### src/rtl/pyramid_pkg.sv
// Shared types and helpers for the pyramid level scheduler.
package pyramid_pkg;
    localparam int Max_Level      = 4;
    localparam int Level_Bit_Size = 3;

    typedef enum logic [2:0] {IDLE, LOAD, SCAN, FLUSH, DONE} state_t;

    function automatic int level_width(input int img_w, input int lvl);
        return img_w >> lvl;
    endfunction

    function automatic int level_height(input int img_h, input int lvl);
        return img_h >> lvl;
    endfunction
endpackage

### src/rtl/pyramid_level_scheduler_if.sv
// Pixel coordinate stream from the scheduler to the flow datapath / BRAM address port.
interface pyramid_level_scheduler_if #(
    parameter int Coord_Bit_Size   = 7,
    parameter int Address_Bit_Size = 12,
    parameter int Level_Bit_Size   = 3
);
    logic                        pix_valid;
    logic                        pix_ready;
    logic [Coord_Bit_Size-1:0]   x;
    logic [Coord_Bit_Size-1:0]   y;
    logic [Address_Bit_Size-1:0] addr;
    logic [Level_Bit_Size-1:0]   level;
    logic                        level_start;
    logic                        last_pix;

    modport master (output pix_valid, x, y, addr, level, level_start, last_pix,
                    input  pix_ready);
    modport slave  (input  pix_valid, x, y, addr, level, level_start, last_pix,
                    output pix_ready);
endinterface

### src/rtl/raster_addr_counter.sv
// Raster x/y walker with a running linear address; holds when not advancing.
module raster_addr_counter #(
    parameter int CW = 7,
    parameter int AW = 12
) (
    input  logic          clk,
    input  logic          reset,
    input  logic          clear,
    input  logic          advance,
    input  logic [CW-1:0] w_l,
    input  logic [CW-1:0] h_l,
    output logic [CW-1:0] x,
    output logic [CW-1:0] y,
    output logic [AW-1:0] addr,
    output logic          last
);
    logic x_end, y_end;

    assign x_end = (x == w_l - CW'(1));
    assign y_end = (y == h_l - CW'(1));
    assign last  = x_end && y_end;

    // addr replaces a y*W_L+x multiply: it simply tracks raster order
    always_ff @(posedge clk or posedge reset) begin
        if (reset) begin
            x    <= '0;
            y    <= '0;
            addr <= '0;
        end else if (clear) begin
            x    <= '0;
            y    <= '0;
            addr <= '0;
        end else if (advance) begin
            if (x_end) begin
                x <= '0;
                y <= y_end ? '0 : y + CW'(1);
            end else begin
                x <= x + CW'(1);
            end
            addr <= last ? '0 : addr + AW'(1);
        end
    end
endmodule

### src/rtl/pyramid_level_scheduler.sv
// Coarse-to-fine pyramid sequencer: per level, raster coordinates under valid/ready, then drain.
// Optional PYRAMID_STALL_CNT_EN adds a per-level back-pressure counter (stall_cnt, stall_cnt_valid).
module pyramid_level_scheduler
    import pyramid_pkg::*;
#(
    parameter int Image_Width      = 64,
    parameter int Image_Height     = 48,
    parameter int Coord_Bit_Size   = $clog2(Image_Width) + 1,
    parameter int Address_Bit_Size = $clog2(Image_Width * Image_Height)
) (
    input  logic                      clk,
    input  logic                      reset,
    input  logic                      start,
    input  logic [Level_Bit_Size-1:0] total_level,
    input  logic                      core_idle,
    output logic                      busy,
    output logic                      done,
`ifdef PYRAMID_STALL_CNT_EN
    output logic [15:0]               stall_cnt,
    output logic                      stall_cnt_valid,
`endif
    pyramid_level_scheduler_if.master pix
);
    state_t                    state, state_nxt;
    logic [Level_Bit_Size-1:0] lvl;
    logic [Level_Bit_Size-1:0] n_clamp;
    logic                      n_zero;
    logic [Coord_Bit_Size-1:0] w_l, h_l;
    logic                      cnt_last;

    assign n_clamp = (total_level > Level_Bit_Size'(Max_Level)) ? Level_Bit_Size'(Max_Level)
                                                                : total_level;
    assign w_l = Coord_Bit_Size'(level_width(Image_Width, int'(lvl)));
    assign h_l = Coord_Bit_Size'(level_height(Image_Height, int'(lvl)));

    // lvl is updated on entry to LOAD so level is already correct during the level_start cycle
    always_ff @(posedge clk or posedge reset) begin
        if (reset) begin
            state  <= IDLE;
            lvl    <= '0;
            n_zero <= 1'b0;
        end else begin
            state <= state_nxt;
            if (state == IDLE && start) begin
                n_zero <= (n_clamp == '0);
                lvl    <= (n_clamp == '0) ? '0 : n_clamp - Level_Bit_Size'(1);
            end else if (state == FLUSH && core_idle && lvl != '0) begin
                lvl <= lvl - Level_Bit_Size'(1);
            end
        end
    end

    always_comb begin
        state_nxt = state;
        case (state)
            IDLE:    if (start) state_nxt = LOAD;
            LOAD:    state_nxt = n_zero ? DONE : SCAN;
            SCAN:    if (pix.pix_ready && cnt_last) state_nxt = FLUSH;
            FLUSH:   if (core_idle) state_nxt = (lvl == '0) ? DONE : LOAD;
            DONE:    state_nxt = IDLE;
            default: state_nxt = IDLE;
        endcase
    end

    raster_addr_counter #(.CW(Coord_Bit_Size), .AW(Address_Bit_Size)) u_cnt (
        .clk     (clk),
        .reset   (reset),
        .clear   (state == LOAD),
        .advance (state == SCAN && pix.pix_ready),
        .w_l     (w_l),
        .h_l     (h_l),
        .x       (pix.x),
        .y       (pix.y),
        .addr    (pix.addr),
        .last    (cnt_last)
    );

    assign pix.pix_valid   = (state == SCAN);
    assign pix.last_pix    = (state == SCAN) && cnt_last;
    assign pix.level_start = (state == LOAD) && !n_zero;
    assign pix.level       = lvl;
    assign busy            = (state == LOAD) || (state == SCAN) || (state == FLUSH);
    assign done            = (state == DONE);

`ifdef PYRAMID_STALL_CNT_EN
    logic [15:0] stall_q;

    always_ff @(posedge clk or posedge reset) begin
        if (reset)
            stall_q <= '0;
        else if (state == LOAD)
            stall_q <= '0;
        else if (state == SCAN && !pix.pix_ready && stall_q != 16'hFFFF)
            stall_q <= stall_q + 16'd1;
    end

    assign stall_cnt       = stall_q;
    assign stall_cnt_valid = (state == FLUSH) && core_idle;
`endif
endmodule

### src/flat_wrapper.sv
// flat-port wrapper written by rule: the top's interface ports become plain ports
module pyramid_level_scheduler_flat import pyramid_pkg::*;
#(
    parameter int Image_Width      = 64,
    parameter int Image_Height     = 48,
    parameter int Coord_Bit_Size   = $clog2(Image_Width) + 1,
    parameter int Address_Bit_Size = $clog2(Image_Width * Image_Height)
)
  (clk, reset, start, total_level, core_idle, busy, done, pix_pix_valid, pix_x, pix_y, pix_addr, pix_level, pix_level_start, pix_last_pix, pix_pix_ready);
  pyramid_level_scheduler_if #(.Coord_Bit_Size(Coord_Bit_Size), .Address_Bit_Size(Address_Bit_Size), .Level_Bit_Size(3)) pix_i ();
  input  logic clk;
  input  logic reset;
  input  logic start;
  input  logic [Level_Bit_Size-1:0] total_level;
  input  logic core_idle;
  output logic busy;
  output logic done;
  output wire logic [$bits(pix_i.pix_valid)-1:0] pix_pix_valid;
  output wire logic [$bits(pix_i.x)-1:0] pix_x;
  output wire logic [$bits(pix_i.y)-1:0] pix_y;
  output wire logic [$bits(pix_i.addr)-1:0] pix_addr;
  output wire logic [$bits(pix_i.level)-1:0] pix_level;
  output wire logic [$bits(pix_i.level_start)-1:0] pix_level_start;
  output wire logic [$bits(pix_i.last_pix)-1:0] pix_last_pix;
  input wire logic [$bits(pix_i.pix_ready)-1:0] pix_pix_ready;
  assign pix_pix_valid = pix_i.pix_valid;
  assign pix_x = pix_i.x;
  assign pix_y = pix_i.y;
  assign pix_addr = pix_i.addr;
  assign pix_level = pix_i.level;
  assign pix_level_start = pix_i.level_start;
  assign pix_last_pix = pix_i.last_pix;
  assign pix_i.pix_ready = pix_pix_ready;
  pyramid_level_scheduler #(.Image_Width(Image_Width), .Image_Height(Image_Height), .Coord_Bit_Size(Coord_Bit_Size), .Address_Bit_Size(Address_Bit_Size)) u_core (.clk(clk), .reset(reset), .start(start), .total_level(total_level), .core_idle(core_idle), .busy(busy), .done(done), .pix(pix_i));
endmodule
### config.mk
export PLATFORM = sky130hd
export DESIGN_NAME = pyramid_level_scheduler_flat
export DESIGN_NICKNAME = d
export VERILOG_FILES = /design/src/rtl/pyramid_pkg.sv /design/src/rtl/pyramid_level_scheduler_if.sv /design/src/rtl/raster_addr_counter.sv /design/src/rtl/pyramid_level_scheduler.sv /design/src/flat_wrapper.sv
export SDC_FILE = /design/constraint.sdc
export NUM_CORES = 1
export LEC_CHECK = 0
export CELL_PAD_IN_SITES_DETAIL_PLACEMENT = 1
export CELL_PAD_IN_SITES_GLOBAL_PLACEMENT = 1
export CORE_MARGIN = 5
export CORE_UTILIZATION = 41
export DETAILED_ROUTE_END_ITERATION = 10
export PLACE_DENSITY_LB_ADDON = 0.15
export SYNTH_ARGS = -nofsm -noshare
export SYNTH_HDL_FRONTEND = slang
export SYNTH_HIERARCHICAL = 1
export SYNTH_SLANG_ARGS = --single-unit
### constraint.sdc
create_clock -name clk -period 3.85 [get_ports clk]
set_input_delay 0.77 -clock clk [delete_from_list [all_inputs] [get_ports clk]]
set_output_delay 0.77 -clock clk [all_outputs]
set_load 0.005 [all_outputs]
==> reports/qor.yml <==
timing:
  skew_ns: 0.00504
  slew_headroom_pct: 28.8
  finalCritPeriodShare_pct: 96.7
  period_minus_slack_ns: 3.72
  finalMaxSlewViolations: 0
  finalSetupViolCount: 0
  hold_violations: 0
  whs_ns: 0.559
  worstMarginPinSlew_ns: 1.07
  final.setup.worst_slack_ns: 0.128
  fin_tns_setup_ns: 0
  max_freq_ghz: 0.269
logic_synthesis:
  postSynthAreaPerCell_sq_um: 8.78
  syn_inst: 298
  ys.flop_type: "dfrtp_1"
  synth_edf_count: 0
  async_flop_share_pct: 100
  netlist_area_sq_um: 2620
  yosys.cell_types.count: 65
  synth_seq_area_share_pct: 31.6
  yosysWarnings: 6
  synth_top_cells_by_count: "dfrtp_1, nand2_1, nor2_1"
  ys_ff_latch: 33
  yosys.area.top_type: "dfrtp_1"
  yosysMostFrequentCell: "dfrtp_1"
  synth_area_leaders: "dfrtp_1, ha_1, xnor2_1"
  synth_top_area_share_pct: 31.6
hold_path:
  hold_path_class: "reg2reg"
  holdPathStages: 2
  min_from: "u_core/u_cnt/addr[11]"
  min_to: "u_core/u_cnt/addr[11]"
global_route:
  grt_max_degree: 27
  overflow: 0
  antenna_found_initial: 0
  grt_pass1_vias: 2678
  grt_pass1_wl_microns: 13600
  track_usage_pct: 20.2
clock_network:
  cts_sinks: 33
  h-tree-depth: 2
  clockBufferDepth: 2
  cts_root_buffer: "clkbuf_8"
  insertion_delay_ns: 0.29
  tritoncts: "built"
  cts_buffers: 5
  path_clk_slew_ns: 0.07
power:
  ir_worst_vdd_mv: 0.457
  powerDensity_nw_per_um2: 757
  cellLeakagePower_nw: 1.49
place:
  gp_congestion: 0.827
  dpl.hpwl_microns: 5750
  postPlaceCellArea_sq_um: 3180
  dp_slack_ns: -0.0881
  io_buffers: 41
worst_setup_path:
  rr_endpoint: "u_core/state[2]"
  end_kind: "flop"
  reg2reg_depth: 20
  crit_type: "reg2reg"
  cp_max_fo: 4
  r2r_slack_ns: 0.13
  critical_path.startpoint_type: "flop"
  timing.rr.start: "u_core/pix.level[0]"
  worst_ep_arrival_time_ns: 3.91
  cp.required_ns: 4.04
floorplan:
  num_rows: 29
  initial_core_util_pct: 41.7
  die_x_microns: 89.9
  die_height_microns: 89.9
  num_io_pins: 42
  dieArea_sq_um: 8070
  core_sq_um: 6280
route:
  routed_via_density: 5.80
  ant_nets: 0
  drtIter0Drc: 121
  vias: 2558
  wl_per_cell_microns: 18.7
  first_pass_iters: 4
  route.detailed.drc: 0
  drt_wl_total_microns: 8270
final_layout:
  drive_above_1_share_pct: 20.9
  design_area_sq_um: 3520
  final_core_util_pct: 56.0
  fin_nets: 381
  diodes: 0
  area_growth_pct: 34.4
run_status:
  status: "finished, final reports clean"
job:
  cap_violations: 0
==> layout make-up <==
| cell class | count | area [sq um] |
|---|---|---|
| fill | 734 | 2760 |
| tap | 77 | 96.3 |
| clock inverter | 2 | 37.5 |
| multi-input combinational | 231 | 1750 |
| inverter | 19 | 71.3 |
| timing repair buffer | 73 | 657 |
| clock buffer | 6 | 82.6 |
| sequential | 33 | 826 |
==> what timing repair did <==
action / CTS / global route
resized for setup: 11 / 17
pin swaps: 7 / 11
gates cloned: 0 / 0
setup buffers: 11 / 3
hold buffers: 0 / 0
setup endpoints to repair: 1 / 3
==> metrics by stage <==
stage / power, mW / cells
floorplan: 1.53 / 299
global placement: 2.01 / 420
detailed placement: 2.06 / 420
CTS: 2.52 / 439
global route: 2.85 / 441
finish: 2.66 / 441
==> state kept, by name, indices dropped and copies added (netlist names) <==
name               cells
u_core/pix.level       3
u_core/state           3
u_core/n_zero          1
u_core/u_cnt/x         7
u_core/u_cnt/addr     12
u_core/u_cnt/y         7
==> worst max-delay path: stages (launching register included) <==
cell and delay [ns]:
dfrtp_1 0.41, ha_1 0.20, nor2b_1 0.14, buf_4 0.16, or3_4 0.38, buf_4 0.17
o21ba_4 0.22, nor4_2 0.05, o311ai_4 0.35, nor2_2 0.10, buf_4 0.14, buf_4 0.12
buf_4 0.12, buf_4 0.13, buf_4 0.12, buf_4 0.13, buf_4 0.12, buf_4 0.14
nand3b_1 0.10, a311oi_2 0.12, and3_1 0.21
==> cell usage in the layout (no fill, tap or decap), drive strengths merged, types with 4 or more instances in the layout <==
master	instances
nand2	22
nor2	22
o31ai	6
o32ai	5
nor2b	6
nand4	5
clkdlybuf4s50	40
dfrtp	33
nand3	19
nor3	10
o211ai	4
a211oi	4
buf	32
o21ai	10
a31oi	6
and3	4
or3	9
a21oi	11
xor2	8
ha	10
o211a	4
clkbuf	6
inv	19
and2	6
xnor2	13
==> cell families after synthesis <==
family / share of synthesized area, %
compound gates: 20.9
buf+inv: 6.17
other cells: 0.143
mux: 1.20
fa+ha+maj: 4.78
simple gates: 27.3
xor+xnor: 7.89
flops: 31.6
==> power by group <==
group	switching [mW]	internal, mW	leakage [nW]	total (mW)
registers	0.178	0.444	0.423	0.622
clock network	0.141	0.211	0.0574	0.351
logic	0.861	0.828	1.01	1.69
==> worst max path at each step <==
stage | from | end | slack [ns] | cells after the start
2_1_floorplan | u_core/pix.level[1] | pix_last_pix | 0.27 | 13
3_3_place_gp | u_core/pix.level[1] | pix_last_pix | 0.09 | 13
3_5_place_dp | u_core/pix.level[1] | pix_last_pix | -0.09 | 13
4_1_cts | u_core/pix.level[1] | pix_last_pix | 0.1 | 13
5_1_grt | u_core/pix.level[1] | u_core/state[2] | -0.04 | 23
6_report | u_core/pix.level[0] | u_core/state[2] | 0.13 | 20
==> routing by layer <==
layer	share of wire (%)	track usage, %
met1	44	26.6
met2	50	33.5
met3	3.4	4.34
met4	1.9	5.33
met5	0	0
Power figures use the tool's default switching activity.
